### config.mk
export PLATFORM = sky130hd
export DESIGN_NAME = pic_inta_sequencer
export DESIGN_NICKNAME = d
export VERILOG_FILES = /design/src/rtl/pic_pkg.sv /design/src/rtl/pic_priority_resolver.sv /design/src/rtl/pic_inta_sequencer.sv
export SDC_FILE = /design/constraint.sdc
export NUM_CORES = 1
export LEC_CHECK = 0
export ABC_AREA = 1
export BUFFER_PORTS_ARGS = -buffer_cell sky130_fd_sc_hd__buf_2
export CAP_MARGIN = 25
export CORE_MARGIN = 2
export CORE_UTILIZATION = 44
export CTS_CLUSTER_DIAMETER = 30
export DETAILED_ROUTE_END_ITERATION = 10
export PLACE_DENSITY = 0.8
export SYNTH_ARGS = -nofsm -noshare
export SYNTH_HDL_FRONTEND = slang
export SYNTH_SLANG_ARGS = --single-unit
### constraint.sdc
create_clock -name clk -period 1.4 [get_ports clk]
set_input_delay 0.42 -clock clk [delete_from_list [all_inputs] [get_ports clk]]
set_output_delay 0.42 -clock clk [all_outputs]
set_load 0.1 [all_outputs]
### src/rtl/pic_pkg.sv
// Shared definitions for the 8259-style INTA sequencer.
//   state_t       : acknowledge FSM states
//   IR_W, IDX_W   : request vector width and encoded index width
//   SPURIOUS_IDX  : index reported when the request vanished before the first INTA
//   onehot / ffs  : index <-> one-hot helpers (ffs returns the lowest set bit, IR0 first)
package pic_pkg;

    localparam int IR_W  = 8;
    localparam int IDX_W = 3;
    localparam logic [IDX_W-1:0] SPURIOUS_IDX = 3'd7;

    typedef enum logic [2:0] {
        IDLE,
        REQ,
        ACK1,
        WAIT2,
        ACK2
    } state_t;

    function automatic logic [IR_W-1:0] onehot(input logic [IDX_W-1:0] idx);
        return IR_W'(1) << idx;
    endfunction

    // Lowest set bit wins; returns 0 for an all-zero input (callers qualify with != 0).
    function automatic logic [IDX_W-1:0] ffs(input logic [IR_W-1:0] v);
        logic [IDX_W-1:0] r;
        r = '0;
        for (int i = IR_W - 1; i >= 0; i--) begin
            if (v[i]) r = IDX_W'(i);
        end
        return r;
    endfunction

endpackage

### src/rtl/pic_priority_resolver.sv
// Fully nested priority resolver (IR0 highest).
//   cand   in  8 : candidate requests (irr & ~imr, or isr_in for the EOI path)
//   isr_in in  8 : bits already in service; a candidate must outrank the lowest of them
//   valid  out 1 : an eligible candidate exists
//   idx    out 3 : index of the highest-priority candidate
module pic_priority_resolver
    import pic_pkg::*;
(
    input  logic [IR_W-1:0]  cand,
    input  logic [IR_W-1:0]  isr_in,
    output logic             valid,
    output logic [IDX_W-1:0] idx
);

    logic [IDX_W-1:0] isr_idx;

    assign idx     = ffs(cand);
    assign isr_idx = ffs(isr_in);
    // Only a strictly higher priority (lower index) than the active service may interrupt.
    assign valid   = (cand != '0) && ((isr_in == '0) || (idx < isr_idx));

endmodule

### src/rtl/pic_inta_sequencer.sv
// CPU-facing acknowledge controller of the 8259 PIC (8086 two-pulse INTA).
// Optional feature macro: PIC_AUTO_EOI_EN (auto-EOI on the end of the INTA sequence).
//   clk, rst            : clock, asynchronous active-high reset
//   irr, imr, isr_in    : request, mask (1 = masked) and in-service registers
//   vector_base         : ICW2 T7..T3
//   inta_n              : CPU acknowledge, active-low, asynchronous to clk
//   eoi_cmd             : one-cycle non-specific EOI strobe
//   aeoi                : auto-EOI select (only honoured with PIC_AUTO_EOI_EN)
//   int_out             : interrupt to CPU
//   isr_set / eoi_clear : one-cycle one-hot set / clear pulses for the ISR
//   int_done            : one-cycle pulse at end of the INTA sequence
//   data_out, data_oe   : vector {vector_base, idx} and its bus enable
module pic_inta_sequencer
    import pic_pkg::*;
#(
    parameter int NUM_IR    = 8,
    parameter int INTA_SYNC = 2
) (
    input  logic              clk,
    input  logic              rst,
    input  logic [NUM_IR-1:0] irr,
    input  logic [NUM_IR-1:0] imr,
    input  logic [NUM_IR-1:0] isr_in,
    input  logic [4:0]        vector_base,
    input  logic              inta_n,
    input  logic              eoi_cmd,
    input  logic              aeoi,
    output logic              int_out,
    output logic [NUM_IR-1:0] isr_set,
    output logic              int_done,
    output logic [NUM_IR-1:0] eoi_clear,
    output logic [7:0]        data_out,
    output logic              data_oe
);

    // ---------------- inta_n synchronizer and edge detect ----------------
    // Flops preset to 1 so that reset never fabricates an acknowledge edge.
    logic [INTA_SYNC-1:0] sync_reg;
    logic                 inta_prev_reg;
    logic                 inta_sync;
    logic                 fall;
    logic                 rise;

    generate
        for (genvar gi = 0; gi < INTA_SYNC; gi++) begin : g_sync
            if (gi == 0) begin : g_first
                always_ff @(posedge clk or posedge rst) begin
                    if (rst) sync_reg[gi] <= 1'b1;
                    else     sync_reg[gi] <= inta_n;
                end
            end else begin : g_next
                always_ff @(posedge clk or posedge rst) begin
                    if (rst) sync_reg[gi] <= 1'b1;
                    else     sync_reg[gi] <= sync_reg[gi-1];
                end
            end
        end
    endgenerate

    assign inta_sync = sync_reg[INTA_SYNC-1];

    always_ff @(posedge clk or posedge rst) begin
        if (rst) inta_prev_reg <= 1'b1;
        else     inta_prev_reg <= inta_sync;
    end

    assign fall = inta_prev_reg & ~inta_sync;
    assign rise = ~inta_prev_reg & inta_sync;

    // ---------------- priority resolution ----------------
    logic             req_valid;
    logic [IDX_W-1:0] req_idx;
    logic             eoi_valid;
    logic [IDX_W-1:0] eoi_idx;
    logic [IR_W-1:0]  eoi_next;

    pic_priority_resolver u_req_resolver (
        .cand   (irr & ~imr),
        .isr_in (isr_in),
        .valid  (req_valid),
        .idx    (req_idx)
    );

    // Non-specific EOI retires the highest-priority in-service level.
    pic_priority_resolver u_eoi_resolver (
        .cand   (isr_in),
        .isr_in ('0),
        .valid  (eoi_valid),
        .idx    (eoi_idx)
    );

    assign eoi_next = (eoi_cmd && eoi_valid) ? onehot(eoi_idx) : '0;

    // ---------------- acknowledge FSM ----------------
    state_t           state_reg;
    logic [IDX_W-1:0] idx_reg;
    logic             int_out_reg;
    logic [IR_W-1:0]  isr_set_reg;
    logic             int_done_reg;
    logic [IR_W-1:0]  eoi_clear_reg;
    logic [7:0]       data_out_reg;
    logic             data_oe_reg;
`ifdef PIC_AUTO_EOI_EN
    logic             spurious_reg;
`else
    logic             unused_aeoi;
    assign unused_aeoi = aeoi;
`endif

    always_ff @(posedge clk or posedge rst) begin
        if (rst) begin
            state_reg     <= IDLE;
            idx_reg       <= '0;
            int_out_reg   <= 1'b0;
            isr_set_reg   <= '0;
            int_done_reg  <= 1'b0;
            eoi_clear_reg <= '0;
            data_out_reg  <= '0;
            data_oe_reg   <= 1'b0;
`ifdef PIC_AUTO_EOI_EN
            spurious_reg  <= 1'b0;
`endif
        end else begin
            // Strobes default low; EOI clear is independent of the FSM.
            isr_set_reg   <= '0;
            int_done_reg  <= 1'b0;
            eoi_clear_reg <= eoi_next;

            case (state_reg)
                IDLE: begin
                    if (req_valid) begin
                        state_reg   <= REQ;
                        int_out_reg <= 1'b1;
                    end
                end
                REQ: begin
                    // Losing eligibility here keeps INT raised; the CPU will still acknowledge.
                    if (fall) begin
                        state_reg   <= ACK1;
                        int_out_reg <= 1'b0;
                        if (req_valid) begin
                            idx_reg     <= req_idx;
                            isr_set_reg <= onehot(req_idx);
`ifdef PIC_AUTO_EOI_EN
                            spurious_reg <= 1'b0;
`endif
                        end else begin
                            idx_reg <= SPURIOUS_IDX;
`ifdef PIC_AUTO_EOI_EN
                            spurious_reg <= 1'b1;
`endif
                        end
                    end
                end
                ACK1: begin
                    data_oe_reg <= 1'b0;
                    if (rise) state_reg <= WAIT2;
                end
                WAIT2: begin
                    if (fall) begin
                        state_reg    <= ACK2;
                        data_out_reg <= {vector_base, idx_reg};
                        data_oe_reg  <= 1'b1;
                    end
                end
                ACK2: begin
                    if (rise) begin
                        state_reg    <= IDLE;
                        data_oe_reg  <= 1'b0;
                        int_done_reg <= 1'b1;
`ifdef PIC_AUTO_EOI_EN
                        if (aeoi && !spurious_reg)
                            eoi_clear_reg <= eoi_next | onehot(idx_reg);
`endif
                    end
                end
                default: state_reg <= IDLE;
            endcase
        end
    end

    assign int_out   = int_out_reg;
    assign isr_set   = isr_set_reg;
    assign int_done  = int_done_reg;
    assign eoi_clear = eoi_clear_reg;
    assign data_out  = data_out_reg;
    assign data_oe   = data_oe_reg;

endmodule

# After elaboration in Yosys (flattened, before gate mapping)
# Cells that the tools add are included.
[totals] regBits=36 latch_bits=0 ramBits=0 rom_bits=0 out_inout_bits=27 wordCells=78 mem_count=0
[op_classes] addsub=0 n_mul=0 n_div=0 order_cmp=1 eq_ne=9 shift=2 mux=35 bitwise=6 reduce_logical=14
[ops] cell="3-bit two-way mux" n=22
[ops] cell="8-bit two-way mux" n=4
[ops] cell="8-bit nonzero test" n=2
[ops] cell="1-bit by 3-bit << shifter with 8-bit output (first input constant)" n=2
[ops] cell="3-bit one-hot mux with 5 select lines" n=1
[ops] cell="2-bit inequality test (second input constant)" n=5
[ops] cell="8-bit AND" n=1
[ops] cell="8-bit logical NOT" n=1
[ops] cell="8-bit NOT" n=1
[ops] cell="3-bit by 2-bit equality test with 1-bit output (second input constant)" n=2
[ops] cell="1-bit two-way mux" n=6
[ops] cell="3-bit AND reduction" n=2
[ops] cell="5-bit AND reduction" n=1
[ops] cell="2-bit AND reduction" n=2
[ops] cell="3-bit by 1-bit equality test with 1-bit output (second input constant)" n=1
[ops] cell="3-bit equality test (second input constant)" n=1
[ops] cell="3-bit logical NOT" n=1
[ops] cell="3-bit < comparator" n=1
[ops] cell="1-bit one-hot mux with 3 select lines" n=1
[ops] cell="3-bit nonzero test" n=1
[ops] cell="1-bit AND" n=2
[ops] cell="1-bit logical AND" n=2
[ops] cell="1-bit NOT" n=2
[ops] cell="1-bit one-hot mux with 2 select lines" n=1
[ops] cell="other kinds (2)" n=2

# Depth between registers and ports, before layout
# Gate-level depths: netlist (run 1).
[depth] depth_word=16 ltp_mapped=18 mapped_depth_nobuf=18

# By module
# A second synthesis (run 1) with hierarchy kept.
[unflattened] cells_unflattened=267 area_unflattened_um2=1986.9
[by_module_without_submodules] mod="pic_inta_sequencer" n_inst=1 cells_per_inst=159 area_per_inst_um2=1486.4 seq_area_each_um2=904.6
[by_module_without_submodules] mod="pic_priority_resolver" n_inst=2 cells_per_inst=54 area_per_inst_um2=250.2 seq_area_each_um2=0.0

# Least setup slack after synthesis (run 1)
# Ideal clock, no wire load.
[synth_path] path_type="input -> register" startpoint="input port isr_in[1]" endpoint="register state_reg[1]" setup_time_ns=0.117 arrival_time_ns=1.815 required_ns=1.283 slack_ns=-0.531 cell_stages=13 path_cell_list="nor4_1 > inv_1 > nor2_1 > inv_1 > ha_1 > a21oi_1 > nand2_1 > nand2_2 > nand2_2 > nand2_2 > nand2_1 > nand2_1 > nand2_1"
[synth_via] elab_chain_cells=7 elab_cells_between_ends=8
[synth_lines] element="start, declared" line_no="pic_inta_sequencer.sv:23" text="input logic [NUM_IR-1:0] isr_in,"
[synth_lines] element="3-bit two-way mux (2 in series)" line_no="pic_pkg.sv:29" text="if (v[i]) r = IDX_W'(i);"
[synth_lines] element="3-bit < comparator" line_no="pic_priority_resolver.sv:20" text="assign valid = (cand != '0) && ((isr_in == '0) || (idx < isr_idx));"
[synth_lines] element="1-bit logical OR *" line_no="pic_priority_resolver.sv:20"
[synth_lines] element="1-bit logical AND *" line_no="pic_priority_resolver.sv:20"
[synth_lines] element="2-bit inequality test (no source line) *"
[synth_lines] element="5-bit AND reduction (no source line) *"
[synth_lines] element="end signal, assigned" line_no="pic_inta_sequencer.sv:112" text="state_reg <= IDLE;"
[synth_lines] element="end signal, assigned" line_no="pic_inta_sequencer.sv:132" text="state_reg <= REQ;"
[synth_lines] element="end signal, assigned" line_no="pic_inta_sequencer.sv:139" text="state_reg <= ACK1;"
[synth_lines] element="end, declared" line_no="pic_inta_sequencer.sv:95" text="state_t state_reg;"
# Every way passes the cells marked *; elsewhere a longest branch is shown, timed or not.
# A chain may end at the register's enable or synchronous reset.

# Worst setup path in the final report (run 1)
[layout_path] startpoint="input port isr_in[7]" endpoint="register idx_reg[1]"
[layout_via] elab_chain_cells=12 elab_cells_between_ends=13
[layout_lines] element="3-bit two-way mux (8 in series)" line_no="pic_pkg.sv:29"
[layout_lines] element="3-bit < comparator" line_no="pic_priority_resolver.sv:20"
[layout_lines] element="1-bit logical OR *" line_no="pic_priority_resolver.sv:20"
[layout_lines] element="1-bit logical AND *" line_no="pic_priority_resolver.sv:20"
[layout_lines] element="3-bit two-way mux *" line_no="pic_inta_sequencer.sv:141" text="if (req_valid) begin"
[layout_lines] element="end signal, assigned" line_no="pic_inta_sequencer.sv:142" text="idx_reg <= req_idx;"
[layout_lines] element="end, declared" line_no="pic_inta_sequencer.sv:96" text="logic [IDX_W-1:0] idx_reg;"
# Marked as above.

==> results.ini, run 1 <==
[status]
status = finished, violations left
violations = negative setup slack

[global_routing]
grt_remaining_overflow = 0
grt_use_total = 0.241
grt_pass1_wl_um = 7630
grt_start_max_net_pins = 37
grt_pass1_vias = 1744
antenna_found_initial = 0

[hold_path]
hold_path.class = in2async

[drt]
drc = 0
wl_met3_um = 257
avgRoutedWirePerCell_um = 15.6
met1_length_um = 1880
top_layer_used = met4
ant_nets = 0
wl_um = 5340
wl_met2_um = 3040
first_iter_violations = 106
first_pass_iters = 4
vias = 1750
vias_per_cell = 5.12

[critical_path]
setup.worst_path.start_class = input pin
cp.required_ns = 1.59
path_buf_inv = 5
cp_top_family = simple AND/OR/NAND/NOR gates
worstSetupPathType = in2reg
worstRegToRegCells = 9
crit_cells = 17
cp_slowest_stage_delay_ns = 0.30
endpoint_kind = register
cpMaxStageDelayCell = ha_1
arrival_ns = 2.18
cp_cell_sequence = buf_8 -> nor2_4 -> nor3_4 -> nor3_2 -> nor3_2 -> inv_1 -> ha_1 -> nand2_1 -> inv_1 -> nand2_1 -> nand2_2 -> nand2_4 -> nand2_4 -> inv_2 -> nand2_1 -> o21ai_1 -> inv_1
worstPathMaxFanout = 4

[synth]
synthMuxAreaShare = 0.0480
synth_top_family_by_area = simple AND/OR/NAND/NOR gates
synth_compound_area_frac = 0.0587
synthDistinctLibCells = 24
syn_area_mm2 = 0.00164
avgSynthCellArea_um2 = 8.59
yosys_warnings = 0
synth_fp_nets = 227
syn_inst = 191
yosys_register_bits = 36
synthAdderAreaFrac = 0.0152
ys_seq_area_frac = 0.551
synth-simple-area-share = 0.248
yosys.area_share.xor_xnor = 0

[floorplanning]
design.portCount = 61
initial_core_util = 0.452
coreArea_mm2 = 0.00363
die_w_um = 65.1
dieArea_mm2 = 0.00424
die_y_um = 65.1
rows = 22

[sta]
final-setup-viol-count = 14
fmax_ghz = 0.501
period_needed_ns = 2.00
tightest_slew_ns = 0.534
slew_violations = 0
finalHoldViolations = 0
rsz0062_at_grt = true
relSlewSlack = 0.642
fin_ws_ns = -0.596
finalCritPeriodShare = 1.43
skew_ns = 0.00576

[power_and_ir_drop]
ir_worst_vdd_mv = 0.658
leakagePower_nw = 1.52
fin_total_pwr_mw = 5.17
power_density_mw_per_mm2 = 1700

[placed_design]
port_buffers = 59
dp_slack_ns = -0.808
gp_congestion = 0.793
dp_hpwl_um = 3080

[clock_network]
htree_levels = 2
cts_root_buf = clkbuf_8
cts.sinks = 36
insertion_delay_ns = 0.29
cts_tree = done
cts_made_buffers = 5
clkTransAtPathRegs_ns = 0.07
clockBufferDepth = 2
holdBufCountCts = 0

[job]
drv_cap = 0

[finish]
area_growth_pct = 85.1
antenna_cells = 0
layout_commonest_cell = nand2_1
drive_gt1_frac = 0.534
most-common-layout-cells = 43 x nand2_1, 33 x dfrtp_1, 32 x buf_4
final_nets = 329

-- Yosys cell counts --
master	number	area (µm²)
a21oi_1	2	10.0
a21oi_4	1	16.3
a221oi_1	1	8.76
a31oi_1	1	6.26
buf_2	1	5.00
dfrtp_1	33	826
dfstp_2	3	78.8
ha_1	2	25.0
inv_1	31	116
inv_2	2	7.51
mux2_2	7	78.8
nand2_1	49	184
nand2_2	6	37.5
nand3_1	5	25.0
nand4_1	1	6.26
nor2_1	27	101
nor2_2	1	6.26
nor3_1	7	35.0
nor4_1	2	12.5
o211a_1	1	10.0
o21ai_0	4	20.0
o21ai_1	2	10.0
o21ai_2	1	8.76
o22ai_1	1	6.26
-- routing by layer --
layer	vias to the layer above	track usage
met5	-	0
met3	15	0.0417
met1	858	0.262
met4	0	0.112
met2	80	0.450
li1	797	-
-- worst min-delay path, cell delays in order --
cell and delay (ns):
buf_2 0.10, inv_1 0.08, buf_12 0.22
-- worst paths after layout --
check	startpoint	endpoint	slack [ns]
setup / recovery	isr_in[7]	idx_reg[1]$_DFFE_PP0P_	-0.60
hold / removal	rst	data_out[5]$_DFFE_PP0P_	0.16
setup reg to reg	inta_prev_reg$_DFF_PP1_	idx_reg[1]$_DFFE_PP0P_	-0.13
hold reg to reg	sync_reg[0]$_DFF_PP1_	inta_sync$_DFF_PP1_	0.36
max in group asynchronous	rst	inta_sync$_DFF_PP1_	0.99
min in group clk	inta_n	sync_reg[0]$_DFF_PP1_	0.23
-- final cells by class --
cell class / instances / area [µm²]
inverter: 33 / 124
sequential: 36 / 905
multi-input combinational: 121 / 811
fill: 192 / 596
tap: 48 / 60.1
clock buffer: 8 / 90.1
timing repair buffer: 96 / 1050
-- repair_timing --
action	CTS	global route
setup buffers	11	9
gates resized for setup	30	36
hold endpoints to repair	0	0
pin swaps	13	18
setup endpoints to repair	24	20
-- through the flow --
stage          instance area (µm²)  cells  hold slack [ns]  utilization  TNS (ns)
6_report                      3040    342            0.160        0.836     -7.21
4_1_cts                       2900    337            0.169        0.797     -5.32
2_1_floorplan                 1670    191            0.345            -     -5.16
3_5_place_dp                  2600    318            0.353        0.715    -10.33
3_3_place_gp                  2600    318            0.346        0.715     -8.39
5_1_grt                       3040    342            0.178        0.836     -8.26
-- cells by family after synthesis --
family                     after synthesis
and+or+nand+nor                         98
muxes                                    7
DFF                                     36
adders and majority gates                2
buffers and inverters                   34
AOI/OAI and AO/OA                       14
-- power by group --
part | internal (mW) | switching (mW) | leakage (nW)
Sequential | 1.28 | 0.211 | 0.453
Clock | 0.401 | 0.366 | 0.0455
Combinational | 1.07 | 1.84 | 1.02
Total | 2.75 | 2.42 | 1.52
Power figures use the tool's default switching activity.
==> run 2, diff against run 1 <==
CORE_MARGIN = 10   (was 2)
==> run 2 against run 1 <==
The flow still finishes with violations (negative setup slack). Non-clock buffer count up 3. Core utilization up 1.5 points. Cell area up 1.8%. Fmax up 2.6%. Wire length up 8.2%. Setup slack better by 0.051 ns. Clock-buffer cell count down 1. Critical endpoint is now state_reg[1]$_DFFE_PP0P_. First-iteration DRC count up 23%. Die area up 55%. Clock skew down 0.0016 ns.
==> results.ini, run 2 (synthesis gave the netlist of run 1 again) <==
[status]
status = finished, violations left
violations = negative setup slack

[drt]
first_iter_violations = 130  ; +23%
wl_um = 5770  ; +8.2%
vias_per_cell = 5.01  ; -2.0%
ant_nets = 0  ; unchanged
avgRoutedWirePerCell_um = 16.7  ; +7.2%
drc = 0  ; unchanged
vias = 1730  ; -1.1%
first_pass_iters = 4  ; unchanged

[floorplanning]
initial_core_util = 0.452  ; unchanged
die_y_um = 81.1  ; +25%
rows = 22  ; unchanged
dieArea_mm2 = 0.00657  ; +55%
die_w_um = 81.1  ; +25%
coreArea_mm2 = 0.00363  ; unchanged
design.portCount = 61  ; unchanged

[sta]
fmax_ghz = 0.514  ; +2.6%
final-setup-viol-count = 18  ; +4
rsz0062_at_grt = true
relSlewSlack = 0.692  ; +0.0508
fin_ws_ns = -0.544  ; +0.0515 ns
tightest_slew_ns = 0.458  ; -0.0756 ns
finalHoldViolations = 0  ; unchanged
skew_ns = 0.00415  ; -0.00161 ns
whs_ns = 0.165  ; +0.00569 ns
period_needed_ns = 1.94  ; -0.0515 ns
finalCritPeriodShare = 1.39  ; -0.0368
slew_violations = 0  ; unchanged

[critical_path]
worstSetupPathType = in2reg
arrival_ns = 2.13  ; -0.05 ns
worstPathMaxFanout = 4  ; unchanged
setup.worst_path.start_class = input pin
cp.required_ns = 1.59  ; about the same
endpoint_kind = register

[global_routing]
grt_remaining_overflow = 0  ; unchanged
grt_pass1_vias = 1786  ; +2.4%
grt_pass1_wl_um = 8210  ; +7.6%
grt_use_total = 0.162  ; -0.0790
antenna_found_initial = 0  ; unchanged
grt_start_max_net_pins = 37  ; unchanged
grt-busiest-layer = met2
met3_usage = 0.0475  ; +0.00579
met1_usage = 0.149  ; -0.113
grtUsageMet2 = 0.307  ; -0.142

[clock_network]
holdBufCountCts = 0  ; unchanged
cts_made_buffers = 5  ; unchanged
cts_tree = done
cts.sinks = 36  ; unchanged
clkTransAtPathRegs_ns = 0.07  ; about the same
htree_levels = 2  ; unchanged
insertion_delay_ns = 0.29  ; about the same
clockBufferDepth = 2  ; unchanged
cts_root_buf = clkbuf_8

[finish]
final_nets = 332  ; +0.91%
most-common-layout-cells = 41 x nand2_1, 33 x dfrtp_1, 30 x buf_4
drive_gt1_frac = 0.549  ; +0.0148
final_cells = 345  ; +0.88%
antenna_cells = 0  ; unchanged
area_growth_pct = 88.3
layout_commonest_cell = nand2_1

[hold_path]
hold_path.class = in2async

[power_and_ir_drop]
fin_total_pwr_mw = 5.14  ; -0.50%
leakagePower_nw = 1.56  ; +2.6%
power_density_mw_per_mm2 = 1660  ; -2.2%
ir_worst_vdd_mv = 0.978  ; +49%

[placed_design]
dp_hpwl_um = 3540  ; +15%
port_buffers = 59  ; unchanged
dp_slack_ns = -0.759  ; +0.0491 ns
gp_congestion = 0.854  ; +7.7%
dp_cells = 316  ; -0.63%

[job]
drv_cap = 0  ; unchanged

-- run 2: cell types whose count changed in the layout (fill, tap and decap cells not counted), sizes merged --
| cell | delta |
|---|---|
| buf | +3 |
| clkbuf | -1 |
| clkinv | +1 |
-- run 2: final cells by class --
class	instances	area [µm²]
clock buffer	7	76.3
clock inverter	1	5.00
fill	172	542
inverter	33	124
multi-input combinational	121	826
sequential	36	905
tap	48	60.1
timing repair buffer	99	1100
-- run 2: path summary, 6_finish.rpt --
kind                                          from                        to  slack (ns)  depth (start not counted)
max                                      isr_in[4]  state_reg[1]$_DFFE_PP0P_       -0.54                         16
min                                            rst   data_out[4]$_DFFE_PP0P_        0.17                          3
max reg2reg                inta_prev_reg$_DFF_PP1_  state_reg[1]$_DFFE_PP0P_       -0.17                          9
min reg2reg                  sync_reg[0]$_DFF_PP1_       inta_sync$_DFF_PP1_        0.36                          0
max in group asynchronous                      rst     sync_reg[0]$_DFF_PP1_        0.99                          3
min in group clk                            inta_n     sync_reg[0]$_DFF_PP1_        0.22                          1
-- run 2: metrics by stage --
step	area, µm²	setup TNS [ns]	util
global placement	2580	-8.34	0.710
detailed placement	2580	-9.42	0.710
global route	3090	-7.88	0.851
finish	3090	-7.16	0.851
CTS	2870	-4.78	0.790
floorplan	1670	-5.16	-
-- run 2: what timing repair did --
| item | CTS | global route |
|---|---|---|
| gates resized for setup | 31 | 42 |
| setup buffers | 10 | 11 |
| pin swaps | 14 | 15 |
| setup endpoints to repair | 15 | 26 |
-- run 2: worst max-delay path, cell delays in order --
cell and delay (ns):
buf_8 0.10, nor3_4 0.18, nor3_2 0.08, nor3_2 0.23
inv_1 0.12, ha_1 0.32, nand2_2 0.07, inv_2 0.03
nand2_2 0.07, nand2_2 0.08, nand2_4 0.10, nand2_4 0.07
nand2_4 0.09, nand2_4 0.05, nand2_2 0.06, nand2_1 0.05
-- run 2: layer usage --
metal  part of all wire  vias to the layer above  routed length, µm
met5                  0                        -                  0
met4              0.030                        0                172
met3              0.059                       16                339
met2               0.59                       71               3380
met1               0.33                      843               1880
li1                   -                      800                  -
-- run 2: where the power goes --
| group | internal, mW | switching [mW] | total (mW) |
|---|---|---|---|
| clock network | 0.349 | 0.353 | 0.701 |
| registers | 1.28 | 0.218 | 1.49 |
| logic | 1.10 | 1.85 | 2.95 |
